==> config.mk <==
export PLATFORM = sky130hd
export DESIGN_NAME = mult_issue_queue
export DESIGN_NICKNAME = d
export VERILOG_FILES = /design/src/rtl/mult_issue_queue.sv
export SDC_FILE = /design/constraint.sdc
export NUM_CORES = 1
export LEC_CHECK = 0
export ABC_CLOCK_PERIOD_IN_PS = 4050
export CORE_UTILIZATION = 58
export CTS_BUF_LIST = sky130_fd_sc_hd__clkbuf_8
export CTS_CLUSTER_SIZE = 30
export DETAILED_ROUTE_END_ITERATION = 16
export PLACE_DENSITY = 0.82
export SLEW_MARGIN = 20
export SYNTH_ARGS = -nofsm -noshare
export SYNTH_HDL_FRONTEND = slang
export SYNTH_SLANG_ARGS = --single-unit
==> constraint.sdc <==
create_clock -name clk_i -period 4.05 [get_ports clk_i]
set_input_delay 0.405 -clock clk_i [delete_from_list [all_inputs] [get_ports clk_i]]
set_output_delay 0.405 -clock clk_i [all_outputs]
set_load 0.1 [all_outputs]
==> src/rtl/mult_issue_queue.sv <==
// In-order request queue between issue and the mult unit.
// MUL-class heads dispatch at once; DIV-class heads wait for the divider's ready.
package config_pkg;
    typedef struct packed {
        logic [31:0] XLEN;
    } cva6_cfg_t;

    localparam cva6_cfg_t cva6_cfg_empty = '{XLEN: 32'd64};
endpackage

package mult_issue_queue_pkg;
    typedef enum logic [7:0] {
        ADD, SUB, ANDL, ORL, XORL,
        MUL, MULH, MULHU, MULHSU, MULW, CLMUL, CLMULH, CLMULR,
        DIV, DIVU, DIVW, DIVUW, REM, REMU, REMW, REMUW
    } fu_op;

    typedef struct packed {
        fu_op        operation;
        logic [63:0] operand_a;
        logic [63:0] operand_b;
        logic [2:0]  trans_id;
        logic        thread_id;
    } fu_data_t;
endpackage

module mult_issue_queue #(
    parameter config_pkg::cva6_cfg_t CVA6Cfg   = config_pkg::cva6_cfg_empty,
    parameter type                   fu_data_t = mult_issue_queue_pkg::fu_data_t,
    parameter int unsigned           DEPTH     = 4
) (
    input  logic                         clk_i,
    input  logic                         rst_ni,
    input  logic                         flush_i,
    input  fu_data_t                     fu_data_i,
    input  logic                         valid_i,
    output logic                         ready_o,
    output fu_data_t                     fu_data_o,
    output logic                         mult_valid_o,
    input  logic                         mult_ready_i,
    output logic [$clog2(DEPTH+1)-1:0]   count_o,
    output logic                         illegal_o
);
    import mult_issue_queue_pkg::*;

    localparam int unsigned PW = $clog2(DEPTH);
    localparam int unsigned CW = $clog2(DEPTH + 1);

    typedef enum logic [1:0] {
        CLS_MUL,
        CLS_DIV,
        CLS_ILLEGAL
    } op_class_e;

    if (DEPTH < 2 || (DEPTH & (DEPTH - 1)) != 0 || CVA6Cfg.XLEN == 0) begin : gen_cfg_check
        $error("mult_issue_queue: DEPTH must be a power of two >= 2");
    end

    fu_data_t      mem_q [DEPTH];
    fu_data_t      mem_d [DEPTH];
    logic [PW-1:0] wr_ptr_q, wr_ptr_d;
    logic [PW-1:0] rd_ptr_q, rd_ptr_d;
    logic [CW-1:0] count_q, count_d;

    fu_data_t      head;
    op_class_e     head_cls;
    logic          push;
    logic          pop;

    always_comb begin
        head = mem_q[rd_ptr_q];
        case (head.operation)
            MUL, MULH, MULHU, MULHSU, MULW, CLMUL, CLMULH, CLMULR: head_cls = CLS_MUL;
            DIV, DIVU, DIVW, DIVUW, REM, REMU, REMW, REMUW:       head_cls = CLS_DIV;
            default:                                              head_cls = CLS_ILLEGAL;
        endcase
    end

    // ready_o comes only from the registered count, so a full queue never
    // accepts in the cycle it pops.
    always_comb begin
        ready_o      = (count_q < CW'(DEPTH));
        count_o      = count_q;
        fu_data_o    = head;
        mult_valid_o = 1'b0;
        illegal_o    = 1'b0;
        if (count_q != '0 && !flush_i) begin
            case (head_cls)
                CLS_MUL: mult_valid_o = 1'b1;
                CLS_DIV: mult_valid_o = mult_ready_i;
                default: illegal_o    = 1'b1;
            endcase
        end
        push = valid_i & ready_o & ~flush_i;
        pop  = mult_valid_o | illegal_o;
    end

    always_comb begin
        mem_d    = mem_q;
        wr_ptr_d = wr_ptr_q;
        rd_ptr_d = rd_ptr_q;
        count_d  = count_q + CW'(push) - CW'(pop);
        if (push) begin
            mem_d[wr_ptr_q] = fu_data_i;
            wr_ptr_d        = wr_ptr_q + PW'(1);
        end
        if (pop) begin
            rd_ptr_d = rd_ptr_q + PW'(1);
        end
        if (flush_i) begin
            wr_ptr_d = '0;
            rd_ptr_d = '0;
            count_d  = '0;
        end
    end

    always_ff @(posedge clk_i or negedge rst_ni) begin
        if (!rst_ni) begin
            mem_q    <= '{default: '0};
            wr_ptr_q <= '0;
            rd_ptr_q <= '0;
            count_q  <= '0;
        end else begin
            mem_q    <= mem_d;
            wr_ptr_q <= wr_ptr_d;
            rd_ptr_q <= rd_ptr_d;
            count_q  <= count_d;
        end
    end

endmodule

# Yosys cells after proc, flatten, opt, wreduce, memory -nomap -nowiden
# Memories as Yosys holds them, arrays and structs flattened.
# Cells that the tools add are included.
# op_classes
mux	16
bitwise_logic	6
magnitude_cmp	4
n_addsub	4
n_reduce_logical	9
n_eq_ne	1
# ops
cell	count
$bwmux 560	1
$mux 140	3
$bmux 140 s2	1
$demux 140 s2	1
$mux 2	5
$ge 3x3->1 const B	2
$not 2->3	2
$add 2x1->2 const B	2
$reduce_bool 2->1	2
$add 3x1->3	1
$logic_not 3->1	1
$lt 3x1->1 const B	1
$lt 3x3->1 const B	1
$mux 1	3
$mux 3	1
$reduce_bool 3->1	1
$sub 3x1->3	1
$and 1x1->1	2
$eq 2x1->1 const B	1
$logic_and 1x1->1	2
$logic_not 2->1	1
$pmux 1 s2	1
$reduce_or 2->1	1
$logic_not 1->1	1
2 further kinds	2
# totals
word_cells	64
mem_bits_ro	64
inputBits	145
register_bits	567
out_inout_bits	146
n_memories	1
# mem_list
name	depth	word_bits	rd	rd_ports_with_merged_regs	wr	line	rtl
(no name shown)	32	2	1	0	0	72	case (head.operation)

# Depth between registers and ports, before layout
# Gate-level depths: netlist of run 1.
# depth
ltp_word	13
ltp_mapped	15
ltp_nobuf	13

# Least setup slack after synthesis of run 1
# Ideal clock, no wire load.
# synth_timing
path_kind	register to output
start	register rd_ptr_q[0]
end	output port illegal_o
path_slack_ps	370
arrival_time_ps	3275
path_buffers	1
required_ps	3645
path_stages_with_launch	7
cell_sequence	dfrtp_1 -> buf_6 -> mux4_2 -> o21a_1 -> nor2_1 -> xnor2_1 -> a21oi_1
# synth_lines
item	line	rtl
start: declaration	62	logic [PW-1:0] rd_ptr_q, rd_ptr_d;
start signal: assignment	126	rd_ptr_q <= rd_ptr_d;
end: declaration	42	output logic illegal_o

==> flow_summary.json, run 1 <==
{
  "period_share": 0.930,
  "wire_per_inst_um": 22.5,
  "grt_max_degree": 134,
  "antenna_found_initial": 10,
  "syn-num-nets": 1576,
  "r2r-start": "rd_ptr_q[0]$_DFFE_PN0P_",
  "synthCells": 1424,
  "cts_num_sinks": 567,
  "worst_setup_path_start_kind": "flop",
  "start_util": 0.594,
  "drc_errors": 0,
  "syn_to_final_growth_pct": 21.2,
  "fin_nets": 1906,
  "synth_seq_cells": 567,
  "cts_max_path_buffers": 3,
  "maxCapViolations": 0,
  "cp-end-kind": "output pin",
  "yosys.area.top_type": "dfrtp_1",
  "drt_wl_total_um": 53000,
  "grt_overflow": 0,
  "synth.area.top_cells": "dfrtp_1, mux2_1, mux4_2, buf_2, clkbuf_1",
  "r2r_cells": 13,
  "slew_headroom": 0.306,
  "postCtsSetupBuffers": 0,
  "netlist_area_um2": 24500,
  "grt_pass1_wl_um": 87300,
  "slew_violations": 0,
  "worstSetupStartpoint": "rd_ptr_q[0]$_DFFE_PN0P_",
  "via_count": 13800,
  "reg2reg_setup_slack_ns": 0.50,
  "r2r-end": "count_o[2]$_DFF_PN0_",
  "grt_setup_unrepaired": "false",
  "final_common_cell": "dfrtp_1",
  "arrival_ns": 3.36,
  "routabilityCongestion": 0.798,
  "dpl.hpwl_um": 34100,
  "crit_path_end": "fu_data_o[90]",
  "drt_iter0_drc": 652,
  "fin_crit_ns": 3.77,
  "hold_path.class": "in2async",
  "rows": 74,
  "die_x_um": 207,
  "core_region_area_um2": 41200,
  "die_area_um2": 43000,
  "vias_per_cell": 5.83,
  "grt.total_usage": 0.260,
  "routed.top_layer": "met5",
  "hold_viol": 0,
  "grt_pass1_vias": 15600,
  "io_buffer_count": 290,
  "synth.distinct_cells": 31,
  "criticalPathCategory": "reg2out",
  "ys_seq_area_frac": 0.580,
  "drive_above_1_share": 0.252,
  "clk_pin_slew_ns": 0.06,
  "numCtsBuffers": 92,
  "cp_data_required_time_ns": 3.64,
  "dieHeight_um": 207,
  "critical_path.max_fanout": 43,
  "wl_met3_um": 3340,
  "worstMarginPinSlew_ns": 1.04,
  "wl_met1_um": 22700,
  "synth_top_area_frac": 0.580,
  "htree_levels": 3,
  "final_cell_mix": "dfrtp_1, mux2_1, buf_4, clkdlybuf4s50_1, mux4_2",
  "ios": 291,
  "yosys_warnings": 0,
  "met2WireLength_um": 25800,
  "avgSynthCellArea_um2": 17.2,
  "clockRootBuffer": "clkbuf_8",
  "clk_latency_ns": 0.66,
  "status": "finished, final reports clean",
  "clock.fmax_mhz": 265,
  "fin_skew_ns": 0.0164,
  "cts_tree": "done",
  "fin_util": 0.720,
  "setup_viol": 0,
  "first_pass_iters": 4,
  "setup_tns_ns": 0,
  "ant_nets": 0
}
-- metal layers --
layer | GRT usage | up-vias
li1 | - | 5998
met1 | 0.341 | 7381
met2 | 0.415 | 293
met3 | 0.0825 | 87
met4 | 0.0865 | 6
met5 | 0 | -
-- cell usage after synthesis --
| cell | n |
|---|---|
| dfrtp_1 | 567 |
| mux2_1 | 560 |
| mux4_2 | 140 |
| buf_2 | 52 |
| clkbuf_1 | 29 |
| buf_1 | 15 |
| nor2_1 | 9 |
| inv_1 | 7 |
| ha_1 | 6 |
| xnor2_1 | 5 |
| and2_1 | 4 |
| nand2_1 | 4 |
| a21oi_1 | 3 |
| nor2b_1 | 3 |
| nor3_1 | 3 |
| mux2i_1 | 2 |
| a211oi_1 | 1 |
| a2bb2oi_1 | 1 |
| and3_1 | 1 |
| buf_6 | 1 |
| fa_1 | 1 |
| inv_2 | 1 |
| nand2b_1 | 1 |
| nand3_1 | 1 |
| nor4b_1 | 1 |
| o21a_1 | 1 |
| o21ai_2 | 1 |
| o22ai_1 | 1 |
| o311ai_1 | 1 |
| or2_2 | 1 |
| or4_1 | 1 |
-- worst max-delay path, cell delays in order (launching register included) --
cell     delay, ns
dfrtp_4       0.75
buf_4         0.55
buf_8         0.48
mux4_2        0.61
buf_4         0.26
-- worst min-delay path by stage --
stage | startpoint | endpoint | slack (ns) | depth (start not counted)
after floorplan | rst_ni | count_o[0]$_DFF_PN0_ | 0.11 | 0
after global placement | mem_q[170]$_DFFE_PN0P_ | mem_q[170]$_DFFE_PN0P_ | 0.46 | 1
after detailed placement | mem_q[207]$_DFFE_PN0P_ | mem_q[207]$_DFFE_PN0P_ | 0.47 | 1
after CTS | fu_data_i[29] | mem_q[29]$_DFFE_PN0P_ | 0.37 | 2
after global routing | rst_ni | mem_q[396]$_DFFE_PN0P_ | 0.27 | 2
final | rst_ni | mem_q[536]$_DFFE_PN0P_ | 0.26 | 2
-- final cells by class --
type,instances,area [um^2]
antenna,5,12.5
inverter,8,30.0
timing repair buffer,333,3100
clock inverter,45,201
fill,2599,11500
sequential,567,14200
tap,532,666
multi-input combinational,752,9840
clock buffer,119,1640
-- timing repair --
action,4_1_cts,5_1_grt
hold buffers,1,0
endpoints found under the setup margin,46,43
endpoints found under the hold margin,122,0
gates resized for setup,2,2
-- per-stage QoR --
step | std cells | instance area (um^2) | hold WS, ns | setup slack [ns]
after floorplan | 1424 | 24500 | 0.109 | 0.370
after global placement | 2190 | 27800 | 0.461 | 0.518
after detailed placement | 2190 | 27800 | 0.469 | 0.502
after CTS | 2355 | 29600 | 0.369 | 0.0353
after global routing | 2359 | 29700 | 0.273 | 0.00851
final | 2361 | 29700 | 0.265 | 0.282
-- logic make-up after synthesis --
group	after synthesis	share of synthesized area
AOI/OAI and AO/OA	9	0.00256
muxes	702	0.387
DFF	567	0.580
adders and majority gates	7	0.00388
buffers and inverters	105	0.0191
and+or+nand+nor	29	0.00603
xor gates and xnor gates	5	0.00179
-- state kept, by name, summed over array words and instances, names as in the netlist --
name      cells
count_o       3
mem_q       560
rd_ptr_q      2
wr_ptr_q      2
Power of run 1 is not shown: default switching activity piles up to over one toggle a cycle in this logic, so the estimate is an artifact.
==> run 2, diff against run 1 <==
Settings changed: CORE_UTILIZATION 58 to 40, CTS_CLUSTER_DIAMETER from default to 120, PLACE_DENSITY 0.82 to default.
==> flow_summary.json, run 2 (same netlist as run 1, synthesis figures left out) <==
{
  "status": "finished, final reports clean",
  "worst_setup_path_start_kind": "flop",
  "first_pass_iters": 4,
  "grt_setup_unrepaired": "false",
  "path_cells": "buf_4 -> mux4_2 -> buf_4",
  "grt_overflow": 0,
  "instances_no_fill": 2462,
  "maxCapViolations": 0,
  "fin_crit_ns": 3.54,
  "core_region_area_um2": 60500,
  "largest_reg_flops": 560,
  "cp_common_cell": "buf_4",
  "grt_pass1_wl_um": 88100,
  "drc_errors": 0,
  "die_area_um2": 62200,
  "drt_iter0_drc": 569,
  "grt_max_degree": 99,
  "cp-end-kind": "output pin",
  "syn_to_final_growth_pct": 16.2,
  "worstMarginPinSlew_ns": 1.03,
  "criticalPathCategory": "reg2out",
  "fin_nets": 1830,
  "wire_per_inst_um": 22.1,
  "setup_tns_ns": 0,
  "vias_per_cell": 5.38,
  "cp_data_required_time_ns": 3.64,
  "slew_violations": 0,
  "via_count": 13300,
  "ios": 291,
  "numCtsBuffers": 22,
  "slowest_delay_ns": 0.78,
  "slowest_stage": "buf_4",
  "hold_path.class": "in2async",
  "dp_cells": 2435,
  "hold_viol": 0,
  "setup_viol": 0,
  "r2r_cells": 13,
  "clockRootBuffer": "clkbuf_8",
  "arrival_ns": 3.13,
  "grt_pass1_vias": 14800,
  "io_buffer_count": 290,
  "routabilityCongestion": 0.758,
  "largest_register": "mem_q",
  "drive_above_1_share": 0.207,
  "rows": 90,
  "clock.fmax_mhz": 283,
  "r2r-start": "rd_ptr_q[0]$_DFFE_PN0P_",
  "antenna_found_initial": 7,
  "dpl.hpwl_um": 35000,
  "htree_levels": 1,
  "drt_wl_total_um": 54500,
  "final_cell_mix": "dfrtp_1, mux2_1, buf_4, clkdlybuf4s50_1, mux4_2",
  "cts_num_sinks": 567,
  "grt.total_usage": 0.180,
  "final_common_cell": "dfrtp_1",
  "start_util": 0.405,
  "cts_tree": "done",
  "fin_skew_ns": 0.0329,
  "cts_max_path_buffers": 3,
  "r2r-end": "count_o[2]$_DFF_PN0_",
  "ant_nets": 0,
  "fin_util": 0.470,
  "clk_latency_ns": 0.67,
  "die_x_um": 249,
  "clk_pin_slew_ns": 0.18,
  "critical_path.max_fanout": 41,
  "dieHeight_um": 249,
  "period_share": 0.874,
  "reg2reg_setup_slack_ns": 0.55,
  "slew_headroom": 0.311
}
## run 2: changes by cell type in the layout (fill, tap and decap cells not counted)
cell / change
clkbuf_8: -95
inv_1: -29
clkinv_2: -10
buf_12: +4
buf_4: -4
clkinvlp_4: -4
diode_2: -4
clkdlybuf4s50_1: -3
buf_16: -1
buf_6: -1
buf_8: -1
inv_6: -1
## run 2: final cells by class
type / instances / area [um^2]
fillers: 5197 / 32000
flip-flops and latches: 567 / 14200
multi-input cells: 752 / 9840
repair buffers: 327 / 3070
well taps: 782 / 978
clock buffers: 24 / 330
inverters: 8 / 30.0
clock inverters: 1 / 3.75
diodes: 1 / 2.50
## run 2: how the worst max path moves through the flow
stage          cells after the start  slack (ns)                   end                    start
2_1_floorplan                      6        0.37             illegal_o  rd_ptr_q[0]$_DFFE_PN0P_
3_3_place_gp                      13        0.55  count_o[2]$_DFF_PN0_  rd_ptr_q[0]$_DFFE_PN0P_
3_5_place_dp                      13        0.56  count_o[2]$_DFF_PN0_  rd_ptr_q[0]$_DFFE_PN0P_
4_1_cts                            3        0.33         fu_data_o[73]  rd_ptr_q[0]$_DFFE_PN0P_
5_1_grt                           13        0.22  count_o[2]$_DFF_PN0_  rd_ptr_q[0]$_DFFE_PN0P_
6_report                           3        0.51         fu_data_o[73]  rd_ptr_q[0]$_DFFE_PN0P_
## run 2: per-stage QoR
| step | instance area [um^2] | setup slack, ns | hold slack [ns] |
|---|---|---|---|
| after CTS | 28400 | 0.327 | 0.301 |
| after global routing | 28400 | 0.218 | 0.341 |
| after global placement | 28100 | 0.549 | 0.461 |
| after floorplan | 24500 | 0.370 | 0.109 |
| final | 28400 | 0.512 | 0.355 |
| after detailed placement | 28100 | 0.557 | 0.469 |
## run 2: repair_timing
action | CTS | global route
hold buffers | 1 | 0
endpoints found under the hold margin | 88 | 0
setup buffers | 0 | 0
resized for setup | 0 | 0
## run 2: critical path, delay by kind of cell (launching register included)
family	cells	cell delay [ns]
buf+inv	2	1.04
flops	1	0.75
mux	1	0.62
## run 2: routing by layer
layer  share of wire  wire length (um)  GRT usage  vias up
li1                -                 -          -     5772
met1            0.44             24000      0.239     7217
met2            0.49             26700      0.303      199
met3           0.056              3070     0.0445       57
met4           0.013               710     0.0287       12
met5          0.0014                77          0        -
Power of run 2 is left out for the same reason.
==> run 3, diff against run 2 <==
Settings changed: CTS_BUF_LIST sky130_fd_sc_hd__clkbuf_8 to sky130_fd_sc_hd__clkbuf_4 sky130_fd_sc_hd__clkbuf_8 sky130_fd_sc_hd__clkbuf_16.
==> flow_summary.json, run 3 (same netlist as run 1, synthesis figures left out) <==
{
  "status": "finished, final reports clean",
  "grt_pass1_wl_um": 88300,
  "slew_headroom": 0.310,
  "slew_violations": 0,
  "grt_max_degree": 99,
  "criticalPathCategory": "reg2reg",
  "clock.fmax_mhz": 286,
  "cts_max_path_buffers": 3,
  "grt_setup_unrepaired": "false",
  "r2r_cells": 13,
  "htree_levels": 1,
  "clk_pin_slew_ns": 0.11,
  "largest_register": "mem_q",
  "fin_skew_ns": 0.0150,
  "start_util": 0.405,
  "via_count": 13300,
  "rows": 90,
  "fin_crit_ns": 3.50,
  "final_common_cell": "dfrtp_1",
  "numCtsBuffers": 22,
  "grt_pass1_vias": 14800,
  "drive_above_1_share": 0.207,
  "antenna_found_initial": 6,
  "grt_overflow": 0,
  "worst_setup_path_start_kind": "flop",
  "setup_tns_ns": 0,
  "largest_reg_flops": 560,
  "cts_tree": "done",
  "slowest_stage": "dfrtp_4",
  "reg2reg_setup_slack_ns": 0.55,
  "path_cells": "mux4_2 -> o21ai_2 -> mux2i_1 -> nor2_1 -> nor2_1 -> ha_1 -> inv_1 -> ha_1 -> inv_1 -> fa_1 -> xnor2_1 -> xnor2_1 -> nor2_1",
  "hold_path.class": "in2async",
  "place_area_um2": 28100,
  "dp_cells": 2435,
  "routabilityCongestion": 0.758,
  "cp_common_cell": "nor2_1",
  "fin_nets": 1830,
  "cp_data_required_time_ns": 4.53,
  "wire_per_inst_um": 22.2,
  "r2r-end": "count_o[2]$_DFF_PN0_",
  "cts_num_sinks": 567,
  "drc_errors": 0,
  "cp-end-kind": "flop",
  "clk_latency_ns": 0.59,
  "worstMarginPinSlew_ns": 1.03,
  "slowest_delay_ns": 0.74,
  "die_area_um2": 62200,
  "io_buffer_count": 290,
  "hold_viol": 0,
  "grt.total_usage": 0.180,
  "design_area_um2": 28700,
  "final_cell_mix": "dfrtp_1, mux2_1, buf_4, clkdlybuf4s50_1, mux4_2",
  "ant_nets": 0,
  "ios": 291,
  "die_x_um": 249,
  "regArea_um2": 14200,
  "cts_resized": 0,
  "clockRootBuffer": "clkbuf_16",
  "dieHeight_um": 249,
  "instances_no_fill": 2462,
  "multi_input_area_um2": 9840,
  "drt_iter0_drc": 498,
  "r2r-start": "rd_ptr_q[0]$_DFFE_PN0P_",
  "period_share": 0.865,
  "syn_to_final_growth_pct": 17.3,
  "critical_path.max_fanout": 23,
  "vias_per_cell": 5.39,
  "core_region_area_um2": 60500,
  "arrival_ns": 3.98,
  "fill_cells": 5162,
  "setup_viol": 0,
  "drt_wl_total_um": 54600,
  "maxCapViolations": 0,
  "first_pass_iters": 4,
  "dpl.hpwl_um": 35000
}
[run 3: cell count changes in the layout (fill, tap and decap cells not counted)]
cell and change:
clkbuf_16 +23, clkbuf_4 +1, clkbuf_8 -23, inv_1 -1
[run 3: layer usage]
metal,vias up,share of wire,track usage
met5,-,0.0012,0
met4,10,0.013,0.0303
met1,7236,0.44,0.239
met2,202,0.49,0.303
li1,5778,-,-
met3,56,0.060,0.0453
[run 3: how the worst max path moves through the flow]
stage | end | cells past startpoint | slack [ns] | startpoint
final | count_o[2]$_DFF_PN0_ | 13 | 0.55 | rd_ptr_q[0]$_DFFE_PN0P_
after CTS | fu_data_o[73] | 3 | 0.46 | rd_ptr_q[0]$_DFFE_PN0P_
after global placement | count_o[2]$_DFF_PN0_ | 13 | 0.55 | rd_ptr_q[0]$_DFFE_PN0P_
after detailed placement | count_o[2]$_DFF_PN0_ | 13 | 0.56 | rd_ptr_q[0]$_DFFE_PN0P_
after floorplan | illegal_o | 6 | 0.37 | rd_ptr_q[0]$_DFFE_PN0P_
after global routing | count_o[2]$_DFF_PN0_ | 13 | 0.21 | rd_ptr_q[0]$_DFFE_PN0P_
[run 3: layout make-up]
type,instances,area share
inverters,8,0.00105
multi-input cells,752,0.343
well taps,782,0.0341
repair buffers,327,0.107
clock buffers,25,0.0208
flip-flops and latches,567,0.494
diodes,1,0.0000872
[run 3: critical path: cells and delay by family, from the launching register on]
family                     cells  cell delay (ns)
AOI/OAI and AO/OA              1             0.20
buffers and inverters          2             0.11
xor gates and xnor gates       2             0.30
and+or+nand+nor                3             0.26
DFF                            1             0.74
adders and majority gates      3             0.75
muxes                          2             1.00
[run 3: per-stage QoR]
| stage | hold slack, ns | setup WS, ns | util |
|---|---|---|---|
| global placement | 0.461 | 0.549 | 0.465 |
| floorplan | 0.109 | 0.370 | - |
| CTS | 0.432 | 0.459 | 0.475 |
| finish | 0.452 | 0.547 | 0.475 |
| detailed placement | 0.469 | 0.557 | 0.465 |
| global route | 0.457 | 0.207 | 0.475 |
[run 3: repair_timing]
action,CTS,global route
endpoints found under the hold margin,88,0
setup buffers,0,0
hold buffers,1,0
Power of run 3 is left out for the same reason.
